--- src/rtl/dm_multihart_if.sv ---
// DMI and hart-side debug bus handshake signals for dm_multihart.
interface dm_multihart_if;
  logic        dmi_valid;
  logic        dmi_ready;
  logic        dmi_write;
  logic [6:0]  dmi_addr;
  logic [31:0] dmi_wdata;
  logic [31:0] dmi_rdata;

  logic        bus_valid;
  logic        bus_ready;
  logic        bus_write;
  logic [17:0] bus_addr;
  logic [31:0] bus_wdata;
  logic [31:0] bus_rdata;

  modport master (
    output dmi_valid, dmi_write, dmi_addr, dmi_wdata,
    input  dmi_ready, dmi_rdata,
    output bus_valid, bus_write, bus_addr, bus_wdata,
    input  bus_ready, bus_rdata
  );

  modport slave (
    input  dmi_valid, dmi_write, dmi_addr, dmi_wdata,
    output dmi_ready, dmi_rdata,
    input  bus_valid, bus_write, bus_addr, bus_wdata,
    output bus_ready, bus_rdata
  );
endinterface

--- src/rtl/dm_multihart.sv ---
// Multi-hart debug module core: DMI register file, per-hart halt/resume
// tracking, abstract-command FSM and a mailbox polled by the debug ROM.
// Optional feature: define DM_AUTOEXEC_EN to add abstractauto (DMI 0x18).
module dm_multihart #(
  parameter int unsigned NUM_HART = 4,
  parameter int unsigned NUM_DATA = 2
) (
  input  logic                clk,
  input  logic                resetn,
  output logic [NUM_HART-1:0] interrupt,
  dm_multihart_if.slave       dm
);

  localparam int unsigned HSW       = (NUM_HART > 1) ? $clog2(NUM_HART) : 1;
  localparam int unsigned DATA0_DMI = 4;
  localparam int unsigned DATA0_BUS = 32'h0E0;

  localparam logic [6:0]  A_DMCONTROL = 7'h10;
  localparam logic [6:0]  A_DMSTATUS  = 7'h11;
  localparam logic [6:0]  A_ABSCS     = 7'h16;
  localparam logic [6:0]  A_COMMAND   = 7'h17;
  localparam logic [6:0]  A_ABSAUTO   = 7'h18;

  localparam logic [17:0] B_REQUEST = 18'h000C0;
  localparam logic [17:0] B_ARG     = 18'h000C1;
  localparam logic [17:0] B_HALT    = 18'h000C2;
  localparam logic [17:0] B_RESUME  = 18'h000C3;
  localparam logic [17:0] B_DONE    = 18'h000C4;
  localparam logic [17:0] B_EXCEPT  = 18'h000C5;

  localparam logic [5:0] REQ_RESUME  = 6'h01;
  localparam logic [5:0] REQ_GET_REG = 6'h02;
  localparam logic [5:0] REQ_SET_REG = 6'h03;
  localparam logic [5:0] REQ_GET_MEM = 6'h04;
  localparam logic [5:0] REQ_SET_MEM = 6'h05;

  typedef enum logic {IDLE, BUSY} state_e;

  state_e              state_q, state_n;
  logic                dmactive_q, dmactive_n;
  logic [HSW-1:0]      hartsel_q, hartsel_n;
  logic [NUM_HART-1:0] haltreq_q, haltreq_n;
  logic [NUM_HART-1:0] hart_halt_q, hart_halt_n;
  logic [NUM_HART-1:0] resumeack_q, resumeack_n;
  logic [2:0]          cmderr_q, cmderr_n;
  logic [31:0]         data_q [NUM_DATA];
  logic [31:0]         data_n [NUM_DATA];
  logic                mbox_valid_q, mbox_valid_n;
  logic [5:0]          mbox_num_q, mbox_num_n;
  logic [HSW-1:0]      mbox_hart_q, mbox_hart_n;
  logic [19:0]         arg_q, arg_n;
  logic [NUM_DATA-1:0] auto_bits;
`ifdef DM_AUTOEXEC_EN
  logic [NUM_DATA-1:0] autoexec_q, autoexec_n;
  logic [31:0]         last_cmd_q, last_cmd_n;
`endif

  logic        dmi_ready_q, bus_ready_q;
  logic [31:0] dmi_rdata_q, bus_rdata_q;
  logic [31:0] dmi_rd, bus_rd;
  logic [HSW-1:0] hs_new;
  logic        sel_halted, sel_exists, sel_ack, sel_haltreq, new_halted;
  logic        acc_dmi, acc_dmi_wr, acc_bus_wr;
  logic        issue;
  logic [31:0] issue_cmd;
  logic [2:0]  err;

  assign dm.dmi_ready = dmi_ready_q;
  assign dm.dmi_rdata = dmi_rdata_q;
  assign dm.bus_ready = bus_ready_q;
  assign dm.bus_rdata = bus_rdata_q;
  assign hs_new       = HSW'(dm.dmi_wdata[25:16]);
  assign acc_dmi      = dm.dmi_valid && dmi_ready_q;
  assign acc_dmi_wr   = acc_dmi && dm.dmi_write;
  assign acc_bus_wr   = dm.bus_valid && bus_ready_q && dm.bus_write;
`ifdef DM_AUTOEXEC_EN
  assign auto_bits    = autoexec_q;
`else
  assign auto_bits    = '0;
`endif

  // Abstract-command legality checks that do not depend on FSM/cmderr state.
  function automatic logic [2:0] cmd_check(input logic [31:0] cmd, input logic halted);
    logic [2:0] e;
    e = 3'd0;
    if (cmd[31:24] != 8'd0 && cmd[31:24] != 8'd2) e = 3'd2;
    else if (cmd[31:24] == 8'd0 && cmd[15:0] >= 16'h1020) e = 3'd2;
    else if (!halted) e = 3'd4;
    return e;
  endfunction

  // Per-hart status of the currently selected hart and of the hart being selected.
  always_comb begin
    sel_halted  = 1'b0;
    sel_exists  = 1'b0;
    sel_ack     = 1'b0;
    sel_haltreq = 1'b0;
    new_halted  = 1'b0;
    for (int h = 0; h < int'(NUM_HART); h++) begin
      if (hartsel_q == HSW'(h)) begin
        sel_exists  = 1'b1;
        sel_halted  = hart_halt_q[h];
        sel_ack     = resumeack_q[h];
        sel_haltreq = haltreq_q[h];
      end
      if (hs_new == HSW'(h)) new_halted = hart_halt_q[h];
    end
  end

  // DMI read mux.
  always_comb begin
    dmi_rd = 32'd0;
    case (dm.dmi_addr)
      A_DMCONTROL: dmi_rd = {sel_haltreq, 5'b0, 10'(hartsel_q), 15'b0, dmactive_q};
      A_DMSTATUS:  dmi_rd = {14'b0, sel_ack, sel_ack, 4'b0,
                             sel_exists && !sel_halted, sel_exists && !sel_halted,
                             sel_halted, sel_halted, 8'b0};
      A_ABSCS:     dmi_rd = {19'b0, state_q == BUSY, 1'b0, cmderr_q, 4'b0, 4'(NUM_DATA)};
`ifdef DM_AUTOEXEC_EN
      A_ABSAUTO:   dmi_rd = 32'(autoexec_q);
`endif
      default:     dmi_rd = 32'd0;
    endcase
    for (int i = 0; i < int'(NUM_DATA); i++)
      if (dm.dmi_addr == 7'(DATA0_DMI + i)) dmi_rd = data_q[i];
  end

  // Hart bus read mux.
  always_comb begin
    bus_rd = 32'd0;
    case (dm.bus_addr)
      B_REQUEST: bus_rd = {mbox_valid_q, 5'b0, mbox_num_q, 20'(mbox_hart_q)};
      B_ARG:     bus_rd = 32'(arg_q);
      default:   bus_rd = 32'd0;
    endcase
    for (int i = 0; i < int'(NUM_DATA); i++)
      if (dm.bus_addr == 18'(DATA0_BUS + i)) bus_rd = data_q[i];
  end

  // Next-state: bus effects first, then DMI effects so the DMI side wins conflicts.
  always_comb begin
    state_n      = state_q;
    dmactive_n   = dmactive_q;
    hartsel_n    = hartsel_q;
    haltreq_n    = haltreq_q;
    hart_halt_n  = hart_halt_q;
    resumeack_n  = resumeack_q;
    cmderr_n     = cmderr_q;
    data_n       = data_q;
    mbox_valid_n = mbox_valid_q;
    mbox_num_n   = mbox_num_q;
    mbox_hart_n  = mbox_hart_q;
    arg_n        = arg_q;
    issue        = 1'b0;
    issue_cmd    = dm.dmi_wdata;
    err          = 3'd0;
`ifdef DM_AUTOEXEC_EN
    autoexec_n   = autoexec_q;
    last_cmd_n   = last_cmd_q;
`endif

    if (acc_bus_wr) begin
      case (dm.bus_addr)
        B_REQUEST: mbox_valid_n = 1'b0;
        B_HALT:
          for (int h = 0; h < int'(NUM_HART); h++)
            if (dm.bus_wdata == 32'(h)) hart_halt_n[h] = 1'b1;
        B_RESUME:
          for (int h = 0; h < int'(NUM_HART); h++)
            if (dm.bus_wdata == 32'(h)) begin
              hart_halt_n[h] = 1'b0;
              resumeack_n[h] = 1'b1;
            end
        B_DONE:
          if (state_q == BUSY) state_n = IDLE;
        B_EXCEPT:
          if (state_q == BUSY) begin
            state_n  = IDLE;
            cmderr_n = 3'd3;
          end
        default: ;
      endcase
      for (int i = 0; i < int'(NUM_DATA); i++)
        if (dm.bus_addr == 18'(DATA0_BUS + i)) data_n[i] = dm.bus_wdata;
    end

    if (acc_dmi_wr) begin
      case (dm.dmi_addr)
        A_DMCONTROL:
          if (!dm.dmi_wdata[0]) begin
            dmactive_n = 1'b0;
            haltreq_n  = '0;
            hartsel_n  = '0;
            cmderr_n   = 3'd0;
            state_n    = IDLE;
          end else begin
            dmactive_n = 1'b1;
            hartsel_n  = hs_new;
            for (int h = 0; h < int'(NUM_HART); h++)
              if (hs_new == HSW'(h)) haltreq_n[h] = dm.dmi_wdata[31];
            if (dm.dmi_wdata[30] && new_halted && state_q == IDLE) begin
              for (int h = 0; h < int'(NUM_HART); h++)
                if (hs_new == HSW'(h)) resumeack_n[h] = 1'b0;
              mbox_valid_n = 1'b1;
              mbox_num_n   = REQ_RESUME;
              mbox_hart_n  = hs_new;
            end
          end
        A_ABSCS:   cmderr_n = cmderr_n & ~dm.dmi_wdata[10:8];
        A_COMMAND: begin
          issue = 1'b1;
`ifdef DM_AUTOEXEC_EN
          if (cmderr_q == 3'd0 && state_q == IDLE) last_cmd_n = dm.dmi_wdata;
`endif
        end
`ifdef DM_AUTOEXEC_EN
        A_ABSAUTO: autoexec_n = dm.dmi_wdata[NUM_DATA-1:0];
`endif
        default: ;
      endcase
    end

    // Data register access from DMI, including the busy-collision error.
    for (int i = 0; i < int'(NUM_DATA); i++) begin
      if (acc_dmi && dm.dmi_addr == 7'(DATA0_DMI + i)) begin
        if (state_q == BUSY) begin
          if ((dm.dmi_write || auto_bits[i]) && cmderr_q == 3'd0) cmderr_n = 3'd1;
        end else begin
          if (dm.dmi_write) data_n[i] = dm.dmi_wdata;
`ifdef DM_AUTOEXEC_EN
          if (autoexec_q[i] && cmderr_q == 3'd0) begin
            issue     = 1'b1;
            issue_cmd = last_cmd_q;
          end
`endif
        end
      end
    end

    // Abstract command issue: checks in priority order, then post to mailbox.
    if (issue && cmderr_q == 3'd0) begin
      if (state_q == BUSY) begin
        cmderr_n = 3'd1;
      end else begin
        err = cmd_check(issue_cmd, sel_halted);
        if (err != 3'd0) begin
          cmderr_n = err;
        end else if (!(issue_cmd[31:24] == 8'd0 && !issue_cmd[17])) begin
          state_n      = BUSY;
          mbox_valid_n = 1'b1;
          mbox_hart_n  = hartsel_q;
          arg_n        = {issue_cmd[16], issue_cmd[22:20], issue_cmd[15:0]};
          if (issue_cmd[31:24] == 8'd0) mbox_num_n = issue_cmd[16] ? REQ_SET_REG : REQ_GET_REG;
          else                          mbox_num_n = issue_cmd[16] ? REQ_SET_MEM : REQ_GET_MEM;
        end
      end
    end
  end

  // State registers.
  always_ff @(posedge clk or negedge resetn) begin
    if (!resetn) begin
      state_q      <= IDLE;
      dmactive_q   <= 1'b0;
      hartsel_q    <= '0;
      haltreq_q    <= '0;
      hart_halt_q  <= '0;
      resumeack_q  <= '0;
      cmderr_q     <= 3'd0;
      for (int i = 0; i < int'(NUM_DATA); i++) data_q[i] <= 32'd0;
      mbox_valid_q <= 1'b0;
      mbox_num_q   <= 6'd0;
      mbox_hart_q  <= '0;
      arg_q        <= 20'd0;
`ifdef DM_AUTOEXEC_EN
      autoexec_q   <= '0;
      last_cmd_q   <= 32'd0;
`endif
    end else begin
      state_q      <= state_n;
      dmactive_q   <= dmactive_n;
      hartsel_q    <= hartsel_n;
      haltreq_q    <= haltreq_n;
      hart_halt_q  <= hart_halt_n;
      resumeack_q  <= resumeack_n;
      cmderr_q     <= cmderr_n;
      data_q       <= data_n;
      mbox_valid_q <= mbox_valid_n;
      mbox_num_q   <= mbox_num_n;
      mbox_hart_q  <= mbox_hart_n;
      arg_q        <= arg_n;
`ifdef DM_AUTOEXEC_EN
      autoexec_q   <= autoexec_n;
      last_cmd_q   <= last_cmd_n;
`endif
    end
  end

  // Handshake: one-cycle ready pulse after valid, read data captured with it.
  always_ff @(posedge clk or negedge resetn) begin
    if (!resetn) begin
      dmi_ready_q <= 1'b0;
      dmi_rdata_q <= 32'd0;
      bus_ready_q <= 1'b0;
      bus_rdata_q <= 32'd0;
      interrupt   <= '0;
    end else begin
      dmi_ready_q <= dm.dmi_valid && !dmi_ready_q;
      bus_ready_q <= dm.bus_valid && !bus_ready_q;
      if (dm.dmi_valid && !dmi_ready_q) dmi_rdata_q <= dmi_rd;
      if (dm.bus_valid && !bus_ready_q) bus_rdata_q <= bus_rd;
      interrupt   <= haltreq_q;
    end
  end

endmodule

--- src/flat_wrapper.sv ---
// flat-port wrapper written by rule: the top's interface ports become plain ports
module dm_multihart_flat 
#(
  parameter int unsigned NUM_HART = 4,
  parameter int unsigned NUM_DATA = 2
)
  (clk, resetn, interrupt, dm_dmi_valid, dm_dmi_write, dm_dmi_addr, dm_dmi_wdata, dm_dmi_ready, dm_dmi_rdata, dm_bus_valid, dm_bus_write, dm_bus_addr, dm_bus_wdata, dm_bus_ready, dm_bus_rdata);
  dm_multihart_if dm_i ();
  input  logic clk;
  input  logic resetn;
  output logic [NUM_HART-1:0] interrupt;
  input wire logic [$bits(dm_i.dmi_valid)-1:0] dm_dmi_valid;
  input wire logic [$bits(dm_i.dmi_write)-1:0] dm_dmi_write;
  input wire logic [$bits(dm_i.dmi_addr)-1:0] dm_dmi_addr;
  input wire logic [$bits(dm_i.dmi_wdata)-1:0] dm_dmi_wdata;
  output wire logic [$bits(dm_i.dmi_ready)-1:0] dm_dmi_ready;
  output wire logic [$bits(dm_i.dmi_rdata)-1:0] dm_dmi_rdata;
  input wire logic [$bits(dm_i.bus_valid)-1:0] dm_bus_valid;
  input wire logic [$bits(dm_i.bus_write)-1:0] dm_bus_write;
  input wire logic [$bits(dm_i.bus_addr)-1:0] dm_bus_addr;
  input wire logic [$bits(dm_i.bus_wdata)-1:0] dm_bus_wdata;
  output wire logic [$bits(dm_i.bus_ready)-1:0] dm_bus_ready;
  output wire logic [$bits(dm_i.bus_rdata)-1:0] dm_bus_rdata;
  assign dm_i.dmi_valid = dm_dmi_valid;
  assign dm_i.dmi_write = dm_dmi_write;
  assign dm_i.dmi_addr = dm_dmi_addr;
  assign dm_i.dmi_wdata = dm_dmi_wdata;
  assign dm_dmi_ready = dm_i.dmi_ready;
  assign dm_dmi_rdata = dm_i.dmi_rdata;
  assign dm_i.bus_valid = dm_bus_valid;
  assign dm_i.bus_write = dm_bus_write;
  assign dm_i.bus_addr = dm_bus_addr;
  assign dm_i.bus_wdata = dm_bus_wdata;
  assign dm_bus_ready = dm_i.bus_ready;
  assign dm_bus_rdata = dm_i.bus_rdata;
  dm_multihart #(.NUM_HART(NUM_HART), .NUM_DATA(NUM_DATA)) u_core (.clk(clk), .resetn(resetn), .interrupt(interrupt), .dm(dm_i));
endmodule
--- config.mk ---
export PLATFORM = sky130hd
export DESIGN_NAME = dm_multihart_flat
export DESIGN_NICKNAME = d
export VERILOG_FILES = /design/src/rtl/dm_multihart_if.sv /design/src/rtl/dm_multihart.sv /design/src/flat_wrapper.sv
export SDC_FILE = /design/constraint.sdc
export NUM_CORES = 1
export LEC_CHECK = 0
export CORE_ASPECT_RATIO = 0.6
export CORE_MARGIN = 2
export CORE_UTILIZATION = 50
export CTS_CLUSTER_DIAMETER = 60
export DETAILED_ROUTE_END_ITERATION = 7
export PLACE_DENSITY = 0.77
export SETUP_SLACK_MARGIN = 0.1
export SLEW_MARGIN = 20
export SYNTH_ARGS = -nofsm -noshare
export SYNTH_HDL_FRONTEND = slang
export SYNTH_SLANG_ARGS = --single-unit
--- constraint.sdc ---
create_clock -name clk -period 5.55 [get_ports clk]
set_input_delay 1.11 -clock clk [delete_from_list [all_inputs] [get_ports clk]]
set_output_delay 1.11 -clock clk [all_outputs]
set_load 0.03 [all_outputs]
==> results.md, run 1 <==
- Post-synth top area share: 0.5035
- Maximum clock path buffer count: 2
- Non-filler instance count after layout: 1,288
- Yosys warnings: 0
- Top Ports: approximately 170
- Largest family of logic cells by synthesized area: simple AND/OR/NAND/NOR gates
- Register bit total from synthesis: roughly 180
- Area growth, synth to finish: 26.52%
- Synth top cells by count: dfrtp_1, nand2_1, nor2_1
- Area share of fa/ha/maj cells after synthesis: 0
- Clk_skew: 12.17 ps
- Min-delay worst type: reg -> reg
- CTS tree: yes
- Gr ovfl total: 0
- Tot GR Track Use: 0.2954
- IO Port Bufs: 164
- XOR/XNOR Fraction of Synth Area: 0
- Clock-pin slew on the worst setup and hold paths: about 70 ps
- Die Ht: 108.2 um
- CP Class: in -> reg
- Worst hold path depth: 0
- Vias in the first global route: about 7,500
- Worst slew pin tran: ~1000 ps
- N_diodes: 0
- Compound-cell area share of the yosys netlist: 0.1353
- Cts hold-fix bufs: 0
- H-tree depth: 4
- First-pass GRT wire length: 43,080 um
- Setup repair bufs after CTS: 0
- Routed wire length: 27,510 um
- Worst skew pair latency: about 430 ps
- Core ar.: 0.01788 mm2
- Fin nets: 1,131
- Final Max Slew Viols: 0
- Setup TNS: 0 ps
- P per Cell Area: 255.5 mW/mm2
- Slowest cell delay on critical path: 730 ps
- RSZ-0062 raised after global routing: no
- Die area: 0.01922 mm2
- Slew headroom: 0.2994
- Peak VDD IR: around 0.19 mV
- Final Wtd Congestion: 0.9463
- Dpl cells: 1,257
- Share of cells above drive strength 1: 0.1107
- Final antenna-violating net count: 0
- FF-to-FF path depth: 6
- CP cell instances: buf_2, nand4bb_1, or4_4, inv_2, o2111ai_4, buf_4, mux2_4
- # setup viols final: 0
- Worst EP arrival: between 3000 and 4000 ps
- HPWL Detailed: 18,890 um
- Initial antenna violation count: 0
- EDFF count, synth: 0
- Post-synthesis sequential area ratio: 0.5035
- Worst-path fanout max: 31
- CTS root buf: clkbuf_16
- Maximum capacitance violations: 0
- Async set-or-reset flop fraction in the synthesized netlist: 1.000
- Final hold violation count: 0
- Post-synth cell types: 56
- CTS resizes: 0
- Status: finished, final reports clean
- Vias: around 8,000
- First-pass detailed-route iteration total: 5
- WL per Instance: between 20 and 25 um
- Min Clock Period, post-route: 3522 ps
- Num CTS Buffers: 17
- Max Fclk: 283.9 MHz
- Initial Util: 0.5059
- Syn Nets: approximately 1,000
- Synth area leader: dfrtp_1
- Cell with the most instances after synthesis: dfrtp_1
- Top delay family on crit path: buffers and inverters
- Largest net degree at the start of global routing: 101
- # rows: 38
- Mapped Area: about 0.009 mm2
- Crit path required time: 5860 ps
- Avg Inst Size Synth: about 10 um2
- Clock sink total: 182
- Fin crit share: 0.6346
- Via-to-Cell Ratio: 6.121
- Post-synthesis mux area share: 0.1516
- Crit-path slowest cell: buf_2
- Top cells by area, synth: dfrtp_1, mux2i_1, nand2_1
- Crit path depth: 7
- Starting DRT DRC Count: a little over 900
- Die X: 177.6 um
- DRC: 0
- CP Buf/Inv Count: 3
- Crit start category: input port
- Critical Path End Type: flip-flop
- Pleak: 4.926 nW
- Synth Instances: ~900
- Post-synth top flop: dfrtp_1
- Post-synthesis simple-gate area fraction: 0.1760
## cells by family (layout without fill, tap and decap cells)
logic type | after synthesis | after routing
buf+inv | 73 | 218
flops | 182 | 182
mux | 118 | 118
simple gates | 346 | 346
compound gates | 184 | 184
## per-layer routing
layer / global-route usage / up-vias / routed length, um
li1: - / 3521 / -
met1: 0.4535 / 3848 / 12260
met2: 0.4230 / 485 / 11680
met3: 0.07243 / 30 / 3306
met4: 0.06148 / 0 / 262
met5: 0 / - / 0
## state kept, by name (all words and copies together), names as in the netlist
| signal | flops |
|---|---|
| u_core.arg_q | 20 |
| u_core.cmderr_q | 3 |
| u_core.data_q | 64 |
| u_core.dm.bus_rdata | 32 |
| u_core.dm.bus_ready | 1 |
| u_core.dm.dmi_rdata | 32 |
| u_core.dm.dmi_ready | 1 |
| u_core.dmactive_q | 1 |
| u_core.haltreq_q | 4 |
| u_core.hart_halt_q | 4 |
| u_core.hartsel_q | 2 |
| u_core.interrupt | 4 |
| u_core.mbox_hart_q | 2 |
| u_core.mbox_num_q | 6 |
| u_core.mbox_valid_q | 1 |
| u_core.resumeack_q | 4 |
| u_core.state_q | 1 |
## cells in the final DEF (no fill, tap or decap), drive strengths merged, types with 3 or more instances in the layout
cell / n
nand4: 4
clkinv: 3
a22o: 5
clkdlybuf4s50: 162
mux2i: 65
o31ai: 28
mux4: 6
nand3: 16
mux2: 47
o22a: 3
clkbuf: 17
a31oi: 34
o211ai: 10
and4: 3
nor4: 20
or4: 6
nor2: 114
a21oi: 43
nand2b: 8
nor3: 13
a221oi: 17
and3: 5
inv: 17
o2111ai: 3
dfrtp: 182
or3: 6
nand2: 139
o21ai: 30
buf: 16
## layout make-up
class | instances | area, um2
fill | 1442 | 6434
inverter | 9 | 33.78
clock inverter | 14 | 163.9
tap | 240 | 300.3
sequential | 182 | 4554
clock buffer | 17 | 425.4
multi-input combinational | 648 | 4223
timing repair buffer | 178 | 1743
## path summary, 6_finish.rpt
| kind | start | endpoint | slack [ps] |
|---|---|---|---|
| max in group asynchronous | resetn | u_core.data_q[56]$_DFF_PN0_ | 3620 |
| hold reg to reg | u_core.haltreq_q[0]$_DFFE_PN0P_ | u_core.interrupt[0]$_DFF_PN0_ | 430 |
| setup / recovery | dm_dmi_addr[0] | u_core.arg_q[11]$_DFFE_PN0P_ | 2030 |
| setup reg to reg | u_core.cmderr_q[0]$_DFF_PN0_ | u_core.arg_q[11]$_DFFE_PN0P_ | 2920 |
| min in group asynchronous | resetn | u_core.dm.dmi_rdata[25]$_DFFE_PN0P_ | 770 |
| hold / removal | u_core.haltreq_q[0]$_DFFE_PN0P_ | u_core.interrupt[0]$_DFF_PN0_ | 430 |
## worst register-to-register path, stage by stage, from the launching register on
cell and delay [ps]:
dfrtp_1 400, or3_1 400, or4_4 560, inv_2 100
o2111ai_4 350, buf_4 390, mux2_4 330
## per-stage QoR
stage / power, W / utilization / cell area [um2] / hold slack [ps] / setup WS [ps]
after global placement: 0.001707 / 0.6070 / 10850 / 412.2 / 1620
after floorplan: 0.001525 / - / 9045 / 384.2 / 2702
final: 0.002924 / 0.6401 / 11440 / 428.9 / 2028
after global routing: 0.003017 / 0.6401 / 11440 / 456.1 / 1904
after detailed placement: 0.001710 / 0.6070 / 10850 / 423.5 / 1596
after CTS: 0.002931 / 0.6400 / 11440 / 440.1 / 1964
## report_power, final
part | switching [W] | internal, W
Clock | 0.000557 | 0.000677
Combinational | 0.000181 | 0.000128
Sequential | 0.0000240 | 0.00136
Total | 0.000763 | 0.00216
Note: power is estimated with default switching activity, not from simulation.
==> inputs of run 2 (changes only) <==
- CORE_UTILIZATION: 50 -> 48
- clock period: 5.55 -> 3.1 ns (I/O delays scaled with it)
==> run 2 against run 1 <==
Die area grew 4.0%. Register-to-register slack lost 2300 ps. Sequential cell count is the same. Cell count grew 2.4%. Worst hold slack lost 240 ps. Setup slack lost 1600 ps. Clock-buffer cell count grew 2. Combinational power grew 86%. First-iteration DRC count grew 18%. Power grew 78%. Utilization shrank 0.15 points. Global-route usage shrank 0.26 points. Highest routed layer unchanged.
==> results.md, run 2 (synthesized netlist as in run 1, its figures left out) <==
- Die area: 0.01999 mm2
- Area taken by multi-input logic gates: 0.004212 mm2
- Final hold violation count: 0
- Routed wire length: 28,690 um
- Clock-pin slew on the worst setup and hold paths: 80 ps
- Setup repair bufs after CTS: 0
- Critical Path End Type: flip-flop
- P per Cell Area: 446.9 mW/mm2
- Clock sink total: between 150 and 200
- H-tree depth: 4
- Share of cells above drive strength 1: 0.1353
- N_diodes: 0
- Starting DRT DRC Count: 1,066
- Worst-path fanout max: 6
- Min-delay worst type: in -> async
- Die X: between 150 and 200 um
- Maximum clock path buffer count: 2
- Clk_skew: 19.54 ps
- WL per Instance: 21.75 um
- Most common cell after layout, fill and taps aside: dfrtp_1
- Final Max Slew Viols: 0
- Fin nets: 1,161
- Worst skew pair latency: 440 ps
- Largest register FFs: 64
- Storage cell area: 0.004554 mm2
- CP Class: in -> reg
- Gr ovfl total: 0
- Cts hold-fix bufs: 0
- Slew headroom: 0.5226
- Area growth, synth to finish: 28.91%
- RSZ-0062 raised after global routing: no
- Min Clock Period, post-route: 2688 ps
- Fin crit share: 0.8671
- Largest net degree at the start of global routing: 70
- Tot GR Track Use: 0.2928
- Initial antenna violation count: 0
- First-pass GRT wire length: 44,280 um
- Worst EP arrival: around 3000 ps
- Pleak: between 5 and 6 nW
- DRC: 0
- HPWL Detailed: 20,160 um
- Most frequent cells in the layout: dfrtp_1, clkdlybuf4s50_1, nand2_1
- Final Wtd Congestion: 0.9224
- FILL cells: 1,478
- # setup viols final: 0
- Worst slew pin tran: 716.2 ps
- Overall Power: 0.005211 W
- CTS resizes: 0
- Crit start category: input port
- IO Port Bufs: 164
- Status: finished, final reports clean
- Max Fclk: 372.0 MHz
- # rows: 38
- Peak VDD IR: 0.3472 mV
- Maximum capacitance violations: 0
- Initial Util: 0.4954
- Top reg by flops: u_core.data_q
- Vias: between 8,000 and 9,000
- Crit path required time: ~3400 ps
- CTS root buf: clkbuf_16
- Die Ht: 110.3 um
- Core ar.: 0.01826 mm2
- Top Ports: roughly 170
- Via-to-Cell Ratio: just over 6
- Num CTS Buffers: 17
- Vias in the first global route: about 7,600
- Final antenna-violating net count: 0
- CTS tree: yes
- Setup TNS: 0 ps
- First-pass detailed-route iteration total: 7
-- run 2: layer usage --
metal / wire length, um / global-route usage / up-vias
met3: 3784 / 0.09560 / 37
met5: 0 / 0 / -
li1: - / - / 3596
met2: 11700 / 0.4116 / 504
met4: 358 / 0.07027 / 0
met1: 12840 / 0.4360 / 3927
-- run 2: cell type report --
| cell class | instances | share of cell area |
|---|---|---|
| clock buffers | 19 | 0.03799 |
| flip-flops and latches | 182 | 0.3906 |
| repair buffers | 208 | 0.1699 |
| inverters | 9 | 0.002897 |
| multi-input cells | 648 | 0.3612 |
| well taps | 240 | 0.02575 |
| clock inverters | 13 | 0.01170 |
-- run 2: power breakdown --
group | switching (W) | internal (W) | leakage (nW) | total, W
registers | 0.0000452 | 0.00243 | 2.46 | 0.00247
clock network | 0.00100 | 0.00116 | 0.290 | 0.00216
logic | 0.000331 | 0.000244 | 2.31 | 0.000575
-- run 2: per-stage QoR --
stage	hold WS [ps]	utilization	instances	setup WS [ps]	area [um2]
after floorplan	324.4	-	903	741.9	9045
after global placement	407.4	0.6069	1287	209.8	11080
after detailed placement	406.1	0.6069	1287	171.2	11080
after CTS	222.5	0.6386	1319	514.7	11660
after global routing	236.4	0.6386	1319	373.3	11660
final	188.3	0.6386	1319	411.8	11660
-- run 2: path summary, 6_finish.rpt --
path | from | to | slack [ps] | cells past startpoint
worst max-delay path | dm_dmi_addr[2] | u_core.mbox_num_q[1]$_DFF_PN0_ | 410 | 7
min in group clk | u_core.haltreq_q[2]$_DFFE_PN0P_ | u_core.interrupt[2]$_DFF_PN0_ | 430 | 0
worst min register to register | u_core.haltreq_q[2]$_DFFE_PN0P_ | u_core.interrupt[2]$_DFF_PN0_ | 430 | 0
worst min-delay path | resetn | u_core.data_q[54]$_DFF_PN0_ | 190 | 1
max in group asynchronous | resetn | u_core.data_q[60]$_DFF_PN0_ | 2060 | 2
worst max register to register | u_core.cmderr_q[0]$_DFF_PN0_ | u_core.mbox_num_q[1]$_DFF_PN0_ | 580 | 6
-- run 2: worst max-delay path, stage by stage --
cell	delay, ps
clkdlybuf4s50_1	600
nand3b_1	240
or4_4	510
nor3_1	450
buf_4	230
a32oi_1	120
a31oi_1	240
